$ cat config.mk
export PLATFORM = sky130hd
export DESIGN_NAME = aes_out_unmask_serializer
export DESIGN_NICKNAME = d
export VERILOG_FILES = /design/src/rtl/aes_out_unmask_serializer_pkg.sv /design/src/rtl/aes_out_unmask_serializer_shares_xor_fold.sv /design/src/rtl/aes_out_unmask_serializer.sv
export SDC_FILE = /design/constraint.sdc
export NUM_CORES = 1
export LEC_CHECK = 0
export CAP_MARGIN = 10
export CORE_UTILIZATION = 30
export DETAILED_ROUTE_END_ITERATION = 8
export GPL_TIMING_DRIVEN = 0
export SYNTH_ARGS = -nofsm -noshare
export SYNTH_HDL_FRONTEND = slang
export SYNTH_SLANG_ARGS = --single-unit
$ cat constraint.sdc
create_clock -name clk -period 3.1 [get_ports clk]
set_input_delay 0.62 -clock clk [delete_from_list [all_inputs] [get_ports clk]]
set_output_delay 0.62 -clock clk [all_outputs]
set_load 0.01 [all_outputs]
$ cat src/rtl/aes_out_unmask_serializer_pkg.sv
// Shared constants, FSM encoding and helpers for the AES output unmask serializer.
package aes_out_unmask_serializer_pkg;

   localparam int BLOCK_BITS      = 128;
   localparam int WORD_BITS       = 32;
   localparam int WORDS_PER_BLOCK = 4;
   localparam int WCNT_W          = 2;
   localparam logic [WCNT_W-1:0] LAST_WORD = WCNT_W'(WORDS_PER_BLOCK - 1);

   typedef enum logic {
      ST_IDLE = 1'b0,
      ST_SEND = 1'b1
   } state_e;

   function automatic logic [WORD_BITS-1:0] byte_swap32(input logic [WORD_BITS-1:0] w);
      return {w[7:0], w[15:8], w[23:16], w[31:24]};
   endfunction

endpackage

$ cat src/rtl/aes_out_unmask_serializer_shares_xor_fold.sv
// XOR recombination of d Boolean shares of a count-bit slice; share i sits at [count*i +: count].
module shares_xor_fold #(
   parameter int d     = 2,
   parameter int count = 32
) (
   input  logic [count*d-1:0] shares_i,
   output logic [count-1:0]   data_o
);

   always_comb begin
      data_o = '0;
      for (int i = 0; i < d; i++) begin
         data_o = data_o ^ shares_i[count*i +: count];
      end
   end

endmodule

$ cat src/rtl/aes_out_unmask_serializer.sv
// Captures a d-share masked ciphertext block and streams it as four unmasked 32-bit words.
// Optional AES_OUT_BYTE_SWAP_EN byte-reverses every output word.
module aes_out_unmask_serializer
   import aes_out_unmask_serializer_pkg::*;
#(
   parameter int d = 2
) (
   input  logic                    clk,
   input  logic                    rst,
   input  logic                    in_valid,
   output logic                    in_ready,
   input  logic [BLOCK_BITS*d-1:0] in_shares_ciphertext,
   output logic                    out_valid,
   input  logic                    out_ready,
   output logic [WORD_BITS-1:0]    out_data,
   output logic                    out_last
);

   // Handshakes: a transfer happens on a rising edge where valid & ready are both high;
   // the sender holds valid and its payload until that edge.

   state_e                  state_q, state_d;
   logic [WCNT_W-1:0]       wcnt_q, wcnt_d;
   logic [BLOCK_BITS*d-1:0] shares_q, shares_d;
   logic [WORD_BITS*d-1:0]  word_shares;
   logic [WORD_BITS-1:0]    word_plain;

   always_ff @(posedge clk or negedge rst) begin
      if (!rst) begin
         state_q  <= ST_IDLE;
         wcnt_q   <= '0;
         shares_q <= '0;
      end else begin
         state_q  <= state_d;
         wcnt_q   <= wcnt_d;
         shares_q <= shares_d;
      end
   end

   always_comb begin
      state_d  = state_q;
      wcnt_d   = wcnt_q;
      shares_d = shares_q;
      case (state_q)
         ST_IDLE: begin
            if (in_valid && in_ready) begin
               shares_d = in_shares_ciphertext;
               wcnt_d   = '0;
               state_d  = ST_SEND;
            end
         end
         ST_SEND: begin
            if (out_ready) begin
               if (wcnt_q == LAST_WORD) begin
                  wcnt_d  = '0;
                  state_d = ST_IDLE;
               end else begin
                  wcnt_d = wcnt_q + 1'b1;
               end
            end
         end
         default: state_d = ST_IDLE;
      endcase
   end

   // Shares stay separate in the register; only the selected word is recombined.
   always_comb begin
      word_shares = '0;
      for (int i = 0; i < d; i++) begin
         word_shares[WORD_BITS*i +: WORD_BITS] =
            shares_q[BLOCK_BITS*i + WORD_BITS*int'(wcnt_q) +: WORD_BITS];
      end
   end

   shares_xor_fold #(
      .d    (d),
      .count(WORD_BITS)
   ) u_fold (
      .shares_i(word_shares),
      .data_o  (word_plain)
   );

   always_comb begin
      in_ready  = (state_q == ST_IDLE) && rst;
      out_valid = (state_q == ST_SEND);
      out_last  = (state_q == ST_SEND) && (wcnt_q == LAST_WORD);
`ifdef AES_OUT_BYTE_SWAP_EN
      out_data  = byte_swap32(word_plain);
`else
      out_data  = word_plain;
`endif
   end

endmodule
Word level (Yosys, flattened, before mapping)
Cells that the tools add are included.
- register bits: 259
- output and inout bits: 35
- input port bits: 260
- logic and storage cells: 25
- shift-type cells: 2
- bitwise logic cells: 2
- add/sub/neg operators: 2
- equal/unequal tests: 3
- reduce and logical (&&, ||, !) cells: 5
- multiplexer cells: 8
- operator list (operator ; count):
    $shiftx A256 B10 Y32 ; 1
    $shiftx A256 B8 Y32 ; 1
    $xor A32 B32 Y32 ; 1
    $add A8 B7 Y9 const A ; 1
    $mux W2 ; 3
    $ne A2 B2 Y1 const B ; 2
    $pmux W2 S2 ; 1
    $reduce_and A2 Y1 ; 2
    $logic_and A1 B1 Y1 ; 3
    $mux W1 ; 3
    $add A2 B1 Y2 const B ; 1
    $eq A2 B2 Y1 const B ; 1
    $pmux W1 S2 ; 1
    $not A1 Y1 ; 1

Logic depth before layout (Yosys ltp)
- word-level depth: 5
- mapped depth: 5
- mapped depth without buffers: 3

Hierarchy
A second synthesis with hierarchy kept.
- cell total of the unflattened synthesis: 666
- area, all modules: 12472.0 um^2
- modules (own cells, without submodules) (module ; cells an instance ; times used ; area each (um^2) ; seq. area each (um^2)):
    aes_out_unmask_serializer ; 634 ; 1 ; 12191.7 ; 6481.2
    shares_xor_fold ; 32 ; 1 ; 280.3 ; 0.0

Worst setup path after synthesis
No wires, ideal clock.
- kind: register to output
- start point: register wcnt_q[1]
- end point: output port out_data[10]
- path buffers: 2
- required time: 2.480 ns
- slack: 1.121 ns
- arrival: 1.359 ns
- stages on the path, launching flop included: 4
- cell sequence: dfrtp_1 buf_2 buf_2 mux4_2
- cells in the longest elaborated chain, start to end: 3
- elaborated cells on any way between the ends: 4
- those cells by class: add/sub (1); shift (2); bitwise (1)
- RTL lines (element ; line ; text):
    from (decl) ; aes_out_unmask_serializer.sv:23 ; logic [WCNT_W-1:0] wcnt_q, wcnt_d;
    from (signal assigned) ; aes_out_unmask_serializer.sv:35 ; wcnt_q <= wcnt_d;
    $add A8 B7 Y9 ; aes_out_unmask_serializer.sv:71 ; shares_q[BLOCK_BITS*i + WORD_BITS*int'(wcnt_q) +: WORD_BITS];
    $shiftx A256 B10 Y32 ; aes_out_unmask_serializer.sv:71 ;
    $xor A32 B32 Y32 * ; aes_out_unmask_serializer_shares_xor_fold.sv:13 ; data_o = data_o ^ shares_i[count*i +: count];
    to (decl) ; aes_out_unmask_serializer.sv:15 ; output logic [WORD_BITS-1:0] out_data,
Every way passes the cells marked *; elsewhere a longest branch is shown, timed or not.

Final worst setup path
- start point: register wcnt_q[1]
- end point: output port out_data[2]
The elaborated chain is that of the path after synthesis.

==> results.json <==
{
  "synth_area_leaders": "dfrtp_1 (52%), mux2_4 (27%), xor2_1 (8.9%)",
  "powerDensity_nw_per_um2": 1040,
  "max_cap_viol_count": 0,
  "postLayoutCoreUtil_pct": 42.2,
  "crit_path_max_fanout": 10,
  "clock_skew_ns": 0.00990,
  "yosys.area.top_type": "dfrtp_1",
  "startpoint": "wcnt_q[1]$_DFFE_PN0P_",
  "timing.rr.start": "out_valid$_DFF_PN0_",
  "violations": "design-rule violations",
  "status": "finished with violations",
  "hold_ws_ns": 0.0121,
  "slowest_delay_ns": 0.54,
  "dieArea_um2": 42700,
  "fin_nets": 1312,
  "max_clock_freq_mhz": 332,
  "yosys_warnings": 0,
  "setup_viol": 0,
  "crit_path_start_kind": "register",
  "crit_path_end_kind": "output pin",
  "grt_antenna_before_repair": 3,
  "path_delay_family": "buffers and inverters",
  "synth_top_area_share_pct": 51.6,
  "crit_type": "reg -> out",
  "ys_seq_area_share_pct": 51.6,
  "finalCriticalPeriod_ns": 3.02,
  "area_growth_pct": 37.7,
  "async_flop_share_pct": 100,
  "synth-seq-cells": 259,
  "cp.depth": 4,
  "r2r_end": "shares_q[220]$_DFFE_PN0P_",
  "critPathRequiredTime_ns": 2.48,
  "synthFlopType": "dfrtp_1",
  "ant_nets": 0,
  "drc": 36,
  "cp.arrival_ns": 2.40,
  "synthCells": 724,
  "grt_pass1_wl_um": 50400,
  "clkLatencyLatePin_ns": 0.58,
  "initial_core_util_pct": 30.6,
  "synth_nets": 985,
  "cts.sinks": 259,
  "slew_viol_final": 0,
  "path_cells": "buf_4 -> buf_8 -> mux4_2 -> clkdlybuf4s50_1",
  "synth.top_cells.by_count": "dfrtp_1 (259), mux2_4 (229), xor2_1 (128), mux4_2 (32), mux2_2 (27)",
  "gp_congestion": 0.715,
  "dpl.hpwl_um": 23600,
  "endpoint": "out_data[2]",
  "synth.most_common_cell": "dfrtp_1",
  "rows": 74,
  "peakVddDrop_mv": 0.454,
  "cts_max_level": 1,
  "ff2ff_setup_slack_ns": 1.30,
  "cts_buffer_depth": 3,
  "num_vias": 7073,
  "rsz0062_at_grt": "yes",
  "fp.dieH_um": 207,
  "critical_path_buf_inv_count": 3,
  "core_um2": 41000,
  "place_area_um2": 16200,
  "numCtsBuffers": 30,
  "clkTransAtPathRegs_ns": 0.06,
  "routed_via_density": 4.41,
  "cts_tree": "done",
  "first_pass_iters": 6,
  "dieWidth_um": 207,
  "synth_area_um2": 12600,
  "ioPinCount": 295,
  "drive_gt1_share_pct": 35.0,
  "detail_route.wl_per_cell_um": 21.2,
  "final_cell_area_um2": 17300,
  "r2r_cells": 5,
  "synth_edf_count": 0,
  "relSlewSlack_pct": 58.0,
  "min_path_type": "in -> async",
  "p_leak_nw": 7.52,
  "clockRootBuffer": "clkbuf_16",
  "grt_max_degree": 116,
  "min_period_over_period_pct": 97.3,
  "drt_first_iter_violations": 276,
  "worst_pin_slew_ns": 0.630,
  "syn_avg_cell_area_um2": 17.3,
  "grtUsageTotal_pct": 16.0,
  "portBuffers": 294,
  "crit_path_top_delay_cell": "mux4_2",
  "hold_viol": 0,
  "wirelength_um": 34000,
  "gr-total-overflow": 0,
  "grt_pass1_vias": 7889,
  "synth_cell_types": 21
}
==> kinds of logic after synthesis <==
group | after synthesis | share of synthesized area [%]
muxes | 288 | 35.5
DFF | 259 | 51.6
xor gates and xnor gates | 128 | 8.93
buffers and inverters | 37 | 3.18
and+or+nand+nor | 8 | 0.419
AOI/OAI and AO/OA | 3 | 0.199
adders and majority gates | 1 | 0.0996
==> how the worst min path moves through the flow <==
stage	slack (ns)	endpoint	startpoint
2_1_floorplan	0.32	out_valid$_DFF_PN0_	rst
3_3_place_gp	0.51	shares_q[239]$_DFFE_PN0P_	shares_q[239]$_DFFE_PN0P_
3_5_place_dp	0.51	shares_q[30]$_DFFE_PN0P_	shares_q[30]$_DFFE_PN0P_
4_1_cts	0.01	shares_q[211]$_DFFE_PN0P_	rst
5_1_grt	0.03	shares_q[211]$_DFFE_PN0P_	rst
6_report	0.01	shares_q[115]$_DFFE_PN0P_	rst
==> worst register-to-register path: cells and delay by family (launching register included) <==
kind / cells / cell delay [ns]
flip-flops: 1 / 0.49
multiplexers: 1 / 0.35
buffers and inverters: 3 / 0.56
AND/OR/NAND/NOR: 1 / 0.28
==> power breakdown <==
part           leakage (nW)  switching, mW  internal (mW)
registers              3.08           1.27           5.12
clock network         0.503           1.45           2.26
logic                  3.94           2.62           5.30
==> cells in the final DEF (no fill, tap or decap), types with 2 or more instances in the layout <==
cell type,n
nand2_1,2
bufinv_16,4
xor2_1,128
mux4_2,32
mux2_4,229
a31o_2,2
diode_2,2
buf_16,2
buf_4,2
buf_2,2
clkdlybuf4s50_1,293
buf_6,15
clkbuf_8,5
buf_8,15
clkbuf_1,7
clkinv_2,4
mux2_2,27
clkbuf_16,31
clkbuf_4,2
dfrtp_1,258
==> routing by layer <==
metal | vias to the layer above | global-route usage (%) | part of all wire (%)
li1 | 3203 | - | -
met4 | 4 | 3.13 | 1.7
met5 | - | 0 | 0.076
met3 | 41 | 4.47 | 7.4
met2 | 184 | 25.5 | 46
met1 | 3641 | 21.8 | 44
==> metrics by stage <==
stage	TNS (ns)	power (mW)	worst slack [ns]	std cells
3_3_place_gp	-5114.97	14.3	-10.48	1550
3_5_place_dp	-0.579	14.4	-0.0796	1552
6_report	0	18.0	0.0838	1605
5_1_grt	-0.238	19.1	-0.0314	1603
2_1_floorplan	0	11.4	1.12	724
4_1_cts	-0.0329	18.3	-0.0139	1603
==> sequential cells by signal, indices dropped and copies added (netlist names) <==
signal     flops
shares_q     256
wcnt_q         2
out_valid      1
==> layout make-up <==
class | count | area (um^2)
buffer | 36 | 439
clock inverter | 9 | 149
sequential | 259 | 6480
timing repair buffer | 296 | 3000
multi-input combinational | 428 | 5670
antenna | 2 | 5.00
fill | 3747 | 23700
clock buffer | 43 | 871
tap | 532 | 666
==> timing repair <==
item / CTS / global route
setup buffers: 0 / 0
pin swaps: 0 / 0
setup endpoints to repair: 29 / 24
resized for setup: 18 / 2
hold buffers: 0 / 0
cloned: 0 / 0
No activity file was read; power rests on OpenSTA's default activity.
